File: src/rtl/sfp_port_supervisor_if.sv
// Board-side bundle of the SFP supervisor: per-port enables, raw link/activity in, pin and LED drives out.
// link_drops exists only when SFP_SUPERVISOR_STATS_EN is defined.
interface sfp_port_supervisor_if #(
    parameter int NUM_PORTS = 4
);
    logic [NUM_PORTS-1:0] port_en;
    logic [NUM_PORTS-1:0] link_up;
    logic [NUM_PORTS-1:0] activity;
    logic [NUM_PORTS-1:0] tx_disable;
    logic [NUM_PORTS-1:0] link_stable;
    logic [NUM_PORTS-1:0] led;
`ifdef SFP_SUPERVISOR_STATS_EN
    logic [16*NUM_PORTS-1:0] link_drops;

    modport master (
        output port_en, link_up, activity,
        input  tx_disable, link_stable, led, link_drops
    );
    modport slave (
        input  port_en, link_up, activity,
        output tx_disable, link_stable, led, link_drops
    );
`else
    modport master (
        output port_en, link_up, activity,
        input  tx_disable, link_stable, led
    );
    modport slave (
        input  port_en, link_up, activity,
        output tx_disable, link_stable, led
    );
`endif
endinterface

File: src/rtl/sfp_port_supervisor.sv
// Per-port SFP+ supervisor: TX_DISABLE sequencing, link debounce and retry, status LEDs; outputs registered (1 cycle), no backpressure.
// Optional per-port link-drop counters when SFP_SUPERVISOR_STATS_EN is defined.
module sfp_port_supervisor #(
    parameter int NUM_PORTS      = 4,
    parameter int TICK_DIV       = 156250,
    parameter int SETTLE_TICKS   = 10,
    parameter int DEBOUNCE_TICKS = 5,
    parameter int LINK_TIMEOUT   = 2000,
    parameter int OFF_TICKS      = 100,
    parameter int BLINK_TICKS    = 250,
    parameter int ACT_TICKS      = 30
) (
    input  logic                 i_clk,
    input  logic                 i_reset,
    sfp_port_supervisor_if.slave bus
);

    typedef enum logic [1:0] {
        ST_DISABLED = 2'd0,
        ST_SETTLE   = 2'd1,
        ST_WAIT     = 2'd2,
        ST_LINKED   = 2'd3
    } state_t;

    localparam int TMAX_A = (LINK_TIMEOUT > SETTLE_TICKS) ? LINK_TIMEOUT : SETTLE_TICKS;
    localparam int TMAX   = (TMAX_A > OFF_TICKS) ? TMAX_A : OFF_TICKS;
    localparam int PW     = $clog2(TICK_DIV);
    localparam int TW     = $clog2(TMAX + 1);
    localparam int DW     = $clog2(DEBOUNCE_TICKS + 1);
    localparam int BW     = $clog2(BLINK_TICKS + 1);
    localparam int AW     = $clog2(ACT_TICKS + 1);

    localparam logic [PW-1:0] PRE_LAST   = PW'(TICK_DIV - 1);
    localparam logic [TW-1:0] TMAX_T     = TW'(TMAX);
    localparam logic [TW-1:0] OFF_T      = TW'(OFF_TICKS);
    localparam logic [TW-1:0] SETTLE_T   = TW'(SETTLE_TICKS);
    localparam logic [TW-1:0] TIMEOUT_T  = TW'(LINK_TIMEOUT);
    localparam logic [DW-1:0] DEB_LAST   = DW'(DEBOUNCE_TICKS - 1);
    localparam logic [BW-1:0] BLINK_LAST = BW'(BLINK_TICKS - 1);
    localparam logic [AW-1:0] ACT_LOAD   = AW'(ACT_TICKS);

    logic [PW-1:0]        pre_cnt;
    logic                 tick;
    logic [BW-1:0]        blink_cnt;
    logic                 blink;
    logic [NUM_PORTS-1:0] sync1, sync2, link_db;
    logic [DW-1:0]        db_cnt  [NUM_PORTS];
    logic [AW-1:0]        act_cnt [NUM_PORTS];
    logic [TW-1:0]        timer   [NUM_PORTS];
    state_t               state_q [NUM_PORTS];
    state_t               state_d [NUM_PORTS];
    logic [NUM_PORTS-1:0] tx_dis_c, stable_c, led_c;
    logic [NUM_PORTS-1:0] tx_dis_q, stable_q, led_q;

    assign tick = (pre_cnt == PRE_LAST);

    always_ff @(posedge i_clk) begin
        if (i_reset) begin
            pre_cnt   <= '0;
            blink_cnt <= '0;
            blink     <= 1'b0;
        end else begin
            pre_cnt <= tick ? '0 : pre_cnt + 1'b1;
            if (tick) begin
                if (blink_cnt == BLINK_LAST) begin
                    blink_cnt <= '0;
                    blink     <= ~blink;
                end else begin
                    blink_cnt <= blink_cnt + 1'b1;
                end
            end
        end
    end

    // Debounce counts ticks that disagree with the current debounced value.
    always_ff @(posedge i_clk) begin
        if (i_reset) begin
            sync1   <= '0;
            sync2   <= '0;
            link_db <= '0;
            for (int p = 0; p < NUM_PORTS; p++) db_cnt[p] <= '0;
        end else begin
            sync1 <= bus.link_up;
            sync2 <= sync1;
            if (tick) begin
                for (int p = 0; p < NUM_PORTS; p++) begin
                    if (sync2[p] == link_db[p]) begin
                        db_cnt[p] <= '0;
                    end else if (db_cnt[p] == DEB_LAST) begin
                        link_db[p] <= sync2[p];
                        db_cnt[p]  <= '0;
                    end else begin
                        db_cnt[p] <= db_cnt[p] + 1'b1;
                    end
                end
            end
        end
    end

    always_ff @(posedge i_clk) begin
        if (i_reset) begin
            for (int p = 0; p < NUM_PORTS; p++) act_cnt[p] <= '0;
        end else begin
            for (int p = 0; p < NUM_PORTS; p++) begin
                if (bus.activity[p])
                    act_cnt[p] <= ACT_LOAD;
                else if (tick && act_cnt[p] != '0)
                    act_cnt[p] <= act_cnt[p] - 1'b1;
            end
        end
    end

    always_ff @(posedge i_clk) begin
        if (i_reset) begin
            for (int p = 0; p < NUM_PORTS; p++) state_q[p] <= ST_DISABLED;
        end else begin
            for (int p = 0; p < NUM_PORTS; p++) state_q[p] <= state_d[p];
        end
    end

    // Port disable outranks everything; a link rising on the timeout tick still wins.
    always_comb begin
        for (int p = 0; p < NUM_PORTS; p++) begin
            state_d[p] = state_q[p];
            if (!bus.port_en[p]) begin
                state_d[p] = ST_DISABLED;
            end else begin
                case (state_q[p])
                    ST_DISABLED: if (timer[p] >= OFF_T) state_d[p] = ST_SETTLE;
                    ST_SETTLE:   if (timer[p] == SETTLE_T) state_d[p] = ST_WAIT;
                    ST_WAIT: begin
                        if (link_db[p])
                            state_d[p] = ST_LINKED;
                        else if (timer[p] == TIMEOUT_T)
                            state_d[p] = ST_DISABLED;
                    end
                    ST_LINKED:   if (!link_db[p]) state_d[p] = ST_WAIT;
                    default:     state_d[p] = ST_DISABLED;
                endcase
            end
        end
    end

    always_comb begin
        tx_dis_c = '0;
        stable_c = '0;
        led_c    = '0;
        for (int p = 0; p < NUM_PORTS; p++) begin
            case (state_q[p])
                ST_SETTLE, ST_WAIT: led_c[p] = blink;
                ST_LINKED: begin
                    stable_c[p] = 1'b1;
                    led_c[p]    = (act_cnt[p] == '0);
                end
                default: tx_dis_c[p] = 1'b1;
            endcase
        end
    end

    always_ff @(posedge i_clk) begin
        if (i_reset) begin
            tx_dis_q <= '1;
            stable_q <= '0;
            led_q    <= '0;
            for (int p = 0; p < NUM_PORTS; p++) timer[p] <= '0;
        end else begin
            tx_dis_q <= tx_dis_c;
            stable_q <= stable_c;
            led_q    <= led_c;
            for (int p = 0; p < NUM_PORTS; p++) begin
                if (state_d[p] != state_q[p])
                    timer[p] <= '0;
                else if (tick && timer[p] != TMAX_T)
                    timer[p] <= timer[p] + 1'b1;
            end
        end
    end

    assign bus.tx_disable  = tx_dis_q;
    assign bus.link_stable = stable_q;
    assign bus.led         = led_q;

`ifdef SFP_SUPERVISOR_STATS_EN
    logic [15:0] drops [NUM_PORTS];

    always_ff @(posedge i_clk) begin
        if (i_reset) begin
            for (int p = 0; p < NUM_PORTS; p++) drops[p] <= '0;
        end else begin
            for (int p = 0; p < NUM_PORTS; p++) begin
                if (state_q[p] == ST_LINKED && state_d[p] == ST_WAIT && drops[p] != 16'hFFFF)
                    drops[p] <= drops[p] + 1'b1;
            end
        end
    end

    for (genvar g = 0; g < NUM_PORTS; g++) begin : g_drops
        assign bus.link_drops[16*g +: 16] = drops[g];
    end
`endif

endmodule

File: src/flat_wrapper.sv
// flat-port wrapper written by rule: the top's interface ports become plain ports
module sfp_port_supervisor_flat 
#(
    parameter int NUM_PORTS      = 4,
    parameter int TICK_DIV       = 156250,
    parameter int SETTLE_TICKS   = 10,
    parameter int DEBOUNCE_TICKS = 5,
    parameter int LINK_TIMEOUT   = 2000,
    parameter int OFF_TICKS      = 100,
    parameter int BLINK_TICKS    = 250,
    parameter int ACT_TICKS      = 30
)
  (i_clk, i_reset, bus_port_en, bus_link_up, bus_activity, bus_tx_disable, bus_link_stable, bus_led);
  sfp_port_supervisor_if #(.NUM_PORTS(NUM_PORTS)) bus_i ();
  input  logic i_clk;
  input  logic i_reset;
  input wire logic [$bits(bus_i.port_en)-1:0] bus_port_en;
  input wire logic [$bits(bus_i.link_up)-1:0] bus_link_up;
  input wire logic [$bits(bus_i.activity)-1:0] bus_activity;
  output wire logic [$bits(bus_i.tx_disable)-1:0] bus_tx_disable;
  output wire logic [$bits(bus_i.link_stable)-1:0] bus_link_stable;
  output wire logic [$bits(bus_i.led)-1:0] bus_led;
  assign bus_i.port_en = bus_port_en;
  assign bus_i.link_up = bus_link_up;
  assign bus_i.activity = bus_activity;
  assign bus_tx_disable = bus_i.tx_disable;
  assign bus_link_stable = bus_i.link_stable;
  assign bus_led = bus_i.led;
  sfp_port_supervisor #(.NUM_PORTS(NUM_PORTS), .TICK_DIV(TICK_DIV), .SETTLE_TICKS(SETTLE_TICKS), .DEBOUNCE_TICKS(DEBOUNCE_TICKS), .LINK_TIMEOUT(LINK_TIMEOUT), .OFF_TICKS(OFF_TICKS), .BLINK_TICKS(BLINK_TICKS), .ACT_TICKS(ACT_TICKS)) u_core (.i_clk(i_clk), .i_reset(i_reset), .bus(bus_i));
endmodule
File: config.mk
export PLATFORM = sky130hd
export DESIGN_NAME = sfp_port_supervisor_flat
export DESIGN_NICKNAME = d
export VERILOG_FILES = /design/src/rtl/sfp_port_supervisor_if.sv /design/src/rtl/sfp_port_supervisor.sv /design/src/flat_wrapper.sv
export SDC_FILE = /design/constraint.sdc
export NUM_CORES = 1
export LEC_CHECK = 0
export ABC_CLOCK_PERIOD_IN_PS = 8700
export BUFFER_PORTS_ARGS = -buffer_cell sky130_fd_sc_hd__buf_2
export CAP_MARGIN = 20
export CORE_ASPECT_RATIO = 1.4
export CORE_MARGIN = 4
export CORE_UTILIZATION = 55
export DETAILED_ROUTE_END_ITERATION = 8
export HOLD_SLACK_MARGIN = 0.02
export PLACE_DENSITY = 0.82
export SKIP_CTS_REPAIR_TIMING = 1
export SYNTH_ARGS = -nofsm -noshare
export SYNTH_HDL_FRONTEND = slang
export SYNTH_SLANG_ARGS = --single-unit
File: constraint.sdc
create_clock -name i_clk -period 8.7 [get_ports i_clk]
set_input_delay 2.61 -clock i_clk [delete_from_list [all_inputs] [get_ports i_clk]]
set_output_delay 2.61 -clock i_clk [all_outputs]
set_load 0.01 [all_outputs]
== Word level (Yosys, flattened, before mapping) ==
Memories as Yosys holds them, arrays and structs flattened.
Index checks and enable logic that the tools add are counted.
Cells by class
  shift-type cells: 0
  multipliers: 0
  add/subtract/negate cells: 14
  div/mod/pow operators: 0
  multiplexer cells: 188
  reductions and logical operators: 34
  bitwise logic cells: 37
  magnitude comparators: 4
  eq/ne operators: 38
Operators with widths (number)
  $mux 1: 123
  $mux 11: 8
  $mux 2: 28
  $add 11x1->11 const B: 4
  $eq 11x11->1 const B: 4
  $eq 11x4->1 const B: 4
  $ge 11x7->1 const B: 4
  $ne 11x11->1 const B: 4
  $mux 5: 8
  $mux 3: 12
  $or 1x1->1: 32
  $pmux 2 s4: 4
  $logic_not 5->1: 4
  $reduce_bool 5->1: 4
  $sub 5x1->5 const B: 4
  $add 18x1->18 const B: 1
  $eq 18x18->1 const B: 1
  $eq 2x2->1 const B: 8
  $add 3x1->3 const B: 4
  $eq 3x3->1 const B: 4
  $reduce_and 3->1: 4
  $reduce_or 3->1: 4
  $reduce_or 2->1: 5
  $add 8x1->8 const B: 1
  10 further kinds: 36
Storage, ports and cells
  register bits after elaboration: 51
  logic and storage cells: 331
  RAM bits: 84
  ROM bits: 0
  memories: 4
  latch bits: 0
Memories
  u_core.timer: words 4, bits a word 11, read ports 4, clocked after Yosys merged registers in 0, write ports 4, line sfp_port_supervisor.sv:49  | logic [TW-1:0] timer [NUM_PORTS];
  u_core.act_cnt: words 4, bits a word 5, read ports 4, clocked after Yosys merged registers in 0, write ports 4, line sfp_port_supervisor.sv:48  | logic [AW-1:0] act_cnt [NUM_PORTS];
  u_core.db_cnt: words 4, bits a word 3, read ports 4, clocked after Yosys merged registers in 0, write ports 4, line sfp_port_supervisor.sv:47  | logic [DW-1:0] db_cnt [NUM_PORTS];
  u_core.state_q: words 4, bits a word 2, read ports 4, clocked after Yosys merged registers in 0, write ports 4, line sfp_port_supervisor.sv:50  | state_t state_q [NUM_PORTS];

== Depth between registers and ports, before layout ==
  depth after elaboration: 11
  depth in mapped cells: 10

== Least setup slack after synthesis ==
OpenSTA, ideal clock, no wires.
  path kind: input to register
  start: in bus_port_en[0]
  end: mem u_core.timer[0][0] (netlist name), enable pin
  data arrival time: 3982 ps
  required time: 8393 ps
  slack: 4411 ps
  buffers on the path: 0
  stages on the path: 4
  cells stage by stage: nand2_1 a21oi_1 or4_1 or4b_2
RTL lines
  start: declaration: line flat_wrapper.sv:17  | input wire logic [$bits(bus_i.port_en)-1:0] bus_port_en;
  end: declaration: line sfp_port_supervisor.sv:49

==> metrics.txt <==
Internal=1.263 mW; # nets final=861; Net Sw Frac=0.2755; vias in the first global route=5,818; Post-synth EDFFs=76; first-pass GRT wire length=26,440 µm; CTS tree=done; Rows=50; post-synth cell types=60; Post-DRT Antenna Nets=0; Final Total Pwr=1.743 mW; Syn Area/Cell=9.706 µm²; largest stage delay on the critical path=0.79 ns; layout cell share with drive strength beyond 1=0.1140; DR pass1 iterations=5; Routed WL=15,490 µm; Cell Pwr Density=205.6 nW/µm²; Core Area=13,450 µm²; Ys Warns=0; grt peak-use layer=met2; CP cell instances=buf_2 > buf_4 > nor3_2 > buf_4 > o41ai_1 > buf_4 > or4b_2; clock share of power=0.411; final setup fails=0; Peak Freq=0.2258 GHz; post-DP HPWL=10,610 µm; cell taking the most area after synthesis=edfxtp_1; n_diodes=0; Startpoint Class=input port; Initial Util=0.5650; synthesized area=7600 µm²; DIE AREA=15,790 µm²; Fill cells=1,078; Post-Synthesis Cells=783; GR Util met1=0.2405; most numerous cell on the critical path=buf_4; MaxCap Viol Count=0; post-layout min period=4.429 ns; Worst EP required=8.82 ns; Leak=3.094 nW; pre-CTS WS=3.878 ns; met3 Use GR=0.04000; Hold Crit Class=reg2reg; Critical Path End Type=register; top-count cell post-synth=nor2_1; die height=147.1 µm; Clock Path Buffers=2; Final Hold Vio Count=0; vias per cell=5.863; Pins Over Slew Limit=0; global route total overflow=0; residual DRC count=0; Num CTS Buffers=17; die width=107.3 µm; clk_skew=0.01067 ns; setup TNS=0 ns; I/O pins=26; Worst VDD drop=125.2 µV; final worst-path cycle share=0.5091; register bit count reported by yosys=135; Flop pwr share=0.456; NetSw=480.2 µW; CP Class=in2reg; Routed WL per cell=15.52 µm; share of the synthesized area in the top cell type=0.3003; RSZ-0062 raised after global routing=no; port bufs=25; CP max FO=39; total number of vias=5,851; # H-tree levels=4; worst skew pair latency=0.42 ns; final core utilization=0.6302; actual slew at the worst max-slew pin=0.9316 ns; initial antenna violation count=0; crit path max-delay cell type=or4b_2; synth cell count leaders=nor2_1, edfxtp_1, dfxtp_1, inv_1, nand2_1; synth top area cells=edfxtp_1, dfxtp_1, ha_1; run status=finished, final reports clean; Root Buffer=clkbuf_16; relative slew slack=0.3761; Crit path arrival time=4.55 ns; Post-synth top flop=edfxtp_1; Comb power frac=0.132; largest net degree at the start of global routing=40; CTS Sinks=135; clk slew on worst S/H paths=0.06 ns; ys async rst share=0; syn_nets=841; met2 Track Usage GR=0.3593; Starting DRT DRC Count=324; gpl congestion=0.8658; Setup WS post-layout=4.271 ns; Syn-to-layout area delta=11.54%; GRT Total Usage=0.2045; register area share after synthesis=0.4557
## stage by stage
| stage | instances | cell area [µm²] | hold WS, ns |
|---|---|---|---|
| final | 998 | 8477 | 0.4360 |
| after detailed placement | 966 | 7878 | 0.4302 |
| after global placement | 966 | 7878 | 0.4249 |
| after global routing | 998 | 8477 | 0.4583 |
| after CTS | 998 | 8477 | 0.4447 |
| after floorplan | 783 | 7600 | 0.4138 |
## power groups by stage
stage | Combinational [mW] | Clock [mW] | Sequential, mW
final | 0.230 | 0.717 | 0.796
after global placement | 0.222 | 0 | 0.806
after floorplan | 0.179 | 0 | 0.789
after CTS | 0.231 | 0.724 | 0.795
after global routing | 0.258 | 0.757 | 0.805
after detailed placement | 0.226 | 0 | 0.808
## layer usage
metal	wire, µm	vias up
met1	6442	2804
met3	588	29
li1	-	2894
met5	0	-
met4	282	0
met2	8171	124
## placed cells by master (no fill, tap or decap), types with 4 or more instances in the layout
cell and instances:
ha_1 44, clkbuf_16 19, nand2b_1 6, a22oi_1 4, a21oi_1 23, nand2_1 47
inv_1 49, edfxtp_1 76, inv_6 4, or3b_2 4, a31oi_1 8, nor4_1 35
nor2_1 77, a21o_1 5, or3_1 7, o31ai_1 4, nand3_1 34, buf_2 25
xnor2_1 41, or2_2 7, nand4_1 13, dfxtp_1 59, a211oi_1 4, o21ai_0 11
a221o_1 4, or4_1 6, nor3_2 11, and3_1 19, o41ai_1 4, xor2_1 30
mux2i_1 9, nand4b_1 5, nor3_1 46, nor2b_1 16, buf_4 8
## critical path: cells and delay by family
kind	cells	cell delay [ns]
AOI/OAI and AO/OA	1	0.08
buffers and inverters	4	0.91
and+or+nand+nor	2	0.90
## cell families after synthesis
logic type,Yosys count,share of synthesized area
xor gates and xnor gates,71,0.08182
buffers and inverters,81,0.04248
AOI/OAI and AO/OA,91,0.08364
and+or+nand+nor,352,0.2521
adders and majority gates,44,0.07244
DFF,135,0.4557
muxes,9,0.01185
## sequential cells by signal, indices dropped and copies added, names as in the netlist
register / flops
u_core.bus.tx_disable: 4
u_core.blink: 1
u_core.sync2: 4
u_core.act_cnt: 20
u_core.blink_cnt: 8
u_core.timer: 44
u_core.state_q: 8
u_core.link_db: 4
u_core.db_cnt: 12
u_core.bus.link_stable: 4
u_core.pre_cnt: 18
u_core.bus.led: 4
u_core.sync1: 4
## area by class of cell
class | count | area, µm² | area share
multi-input cells | 567 | 3817 | 0.4503
flip-flops and latches | 135 | 3463 | 0.4086
clock buffers | 20 | 489.2 | 0.05771
well taps | 182 | 227.7 | 0.02686
repair buffers | 33 | 185.2 | 0.02185
inverters | 49 | 183.9 | 0.02170
clock inverters | 12 | 110.1 | 0.01299
## path summary, 6_finish.rpt
check	slack [ns]	startpoint	to	cells after the start
worst max register to register	5.35	u_core.pre_cnt[12]$_SDFF_PP0_	u_core.timer[3][10]$_SDFFCE_PN0P_	5
worst max-delay path	4.27	i_reset	u_core.timer[0][1]$_SDFFCE_PN0P_	7
worst min-delay path	0.44	u_core.sync1[1]$_SDFF_PP0_	u_core.sync2[1]$_SDFF_PP0_	1
worst min register to register	0.44	u_core.sync1[1]$_SDFF_PP0_	u_core.sync2[1]$_SDFF_PP0_	1
Power figures use the tool's default switching activity.
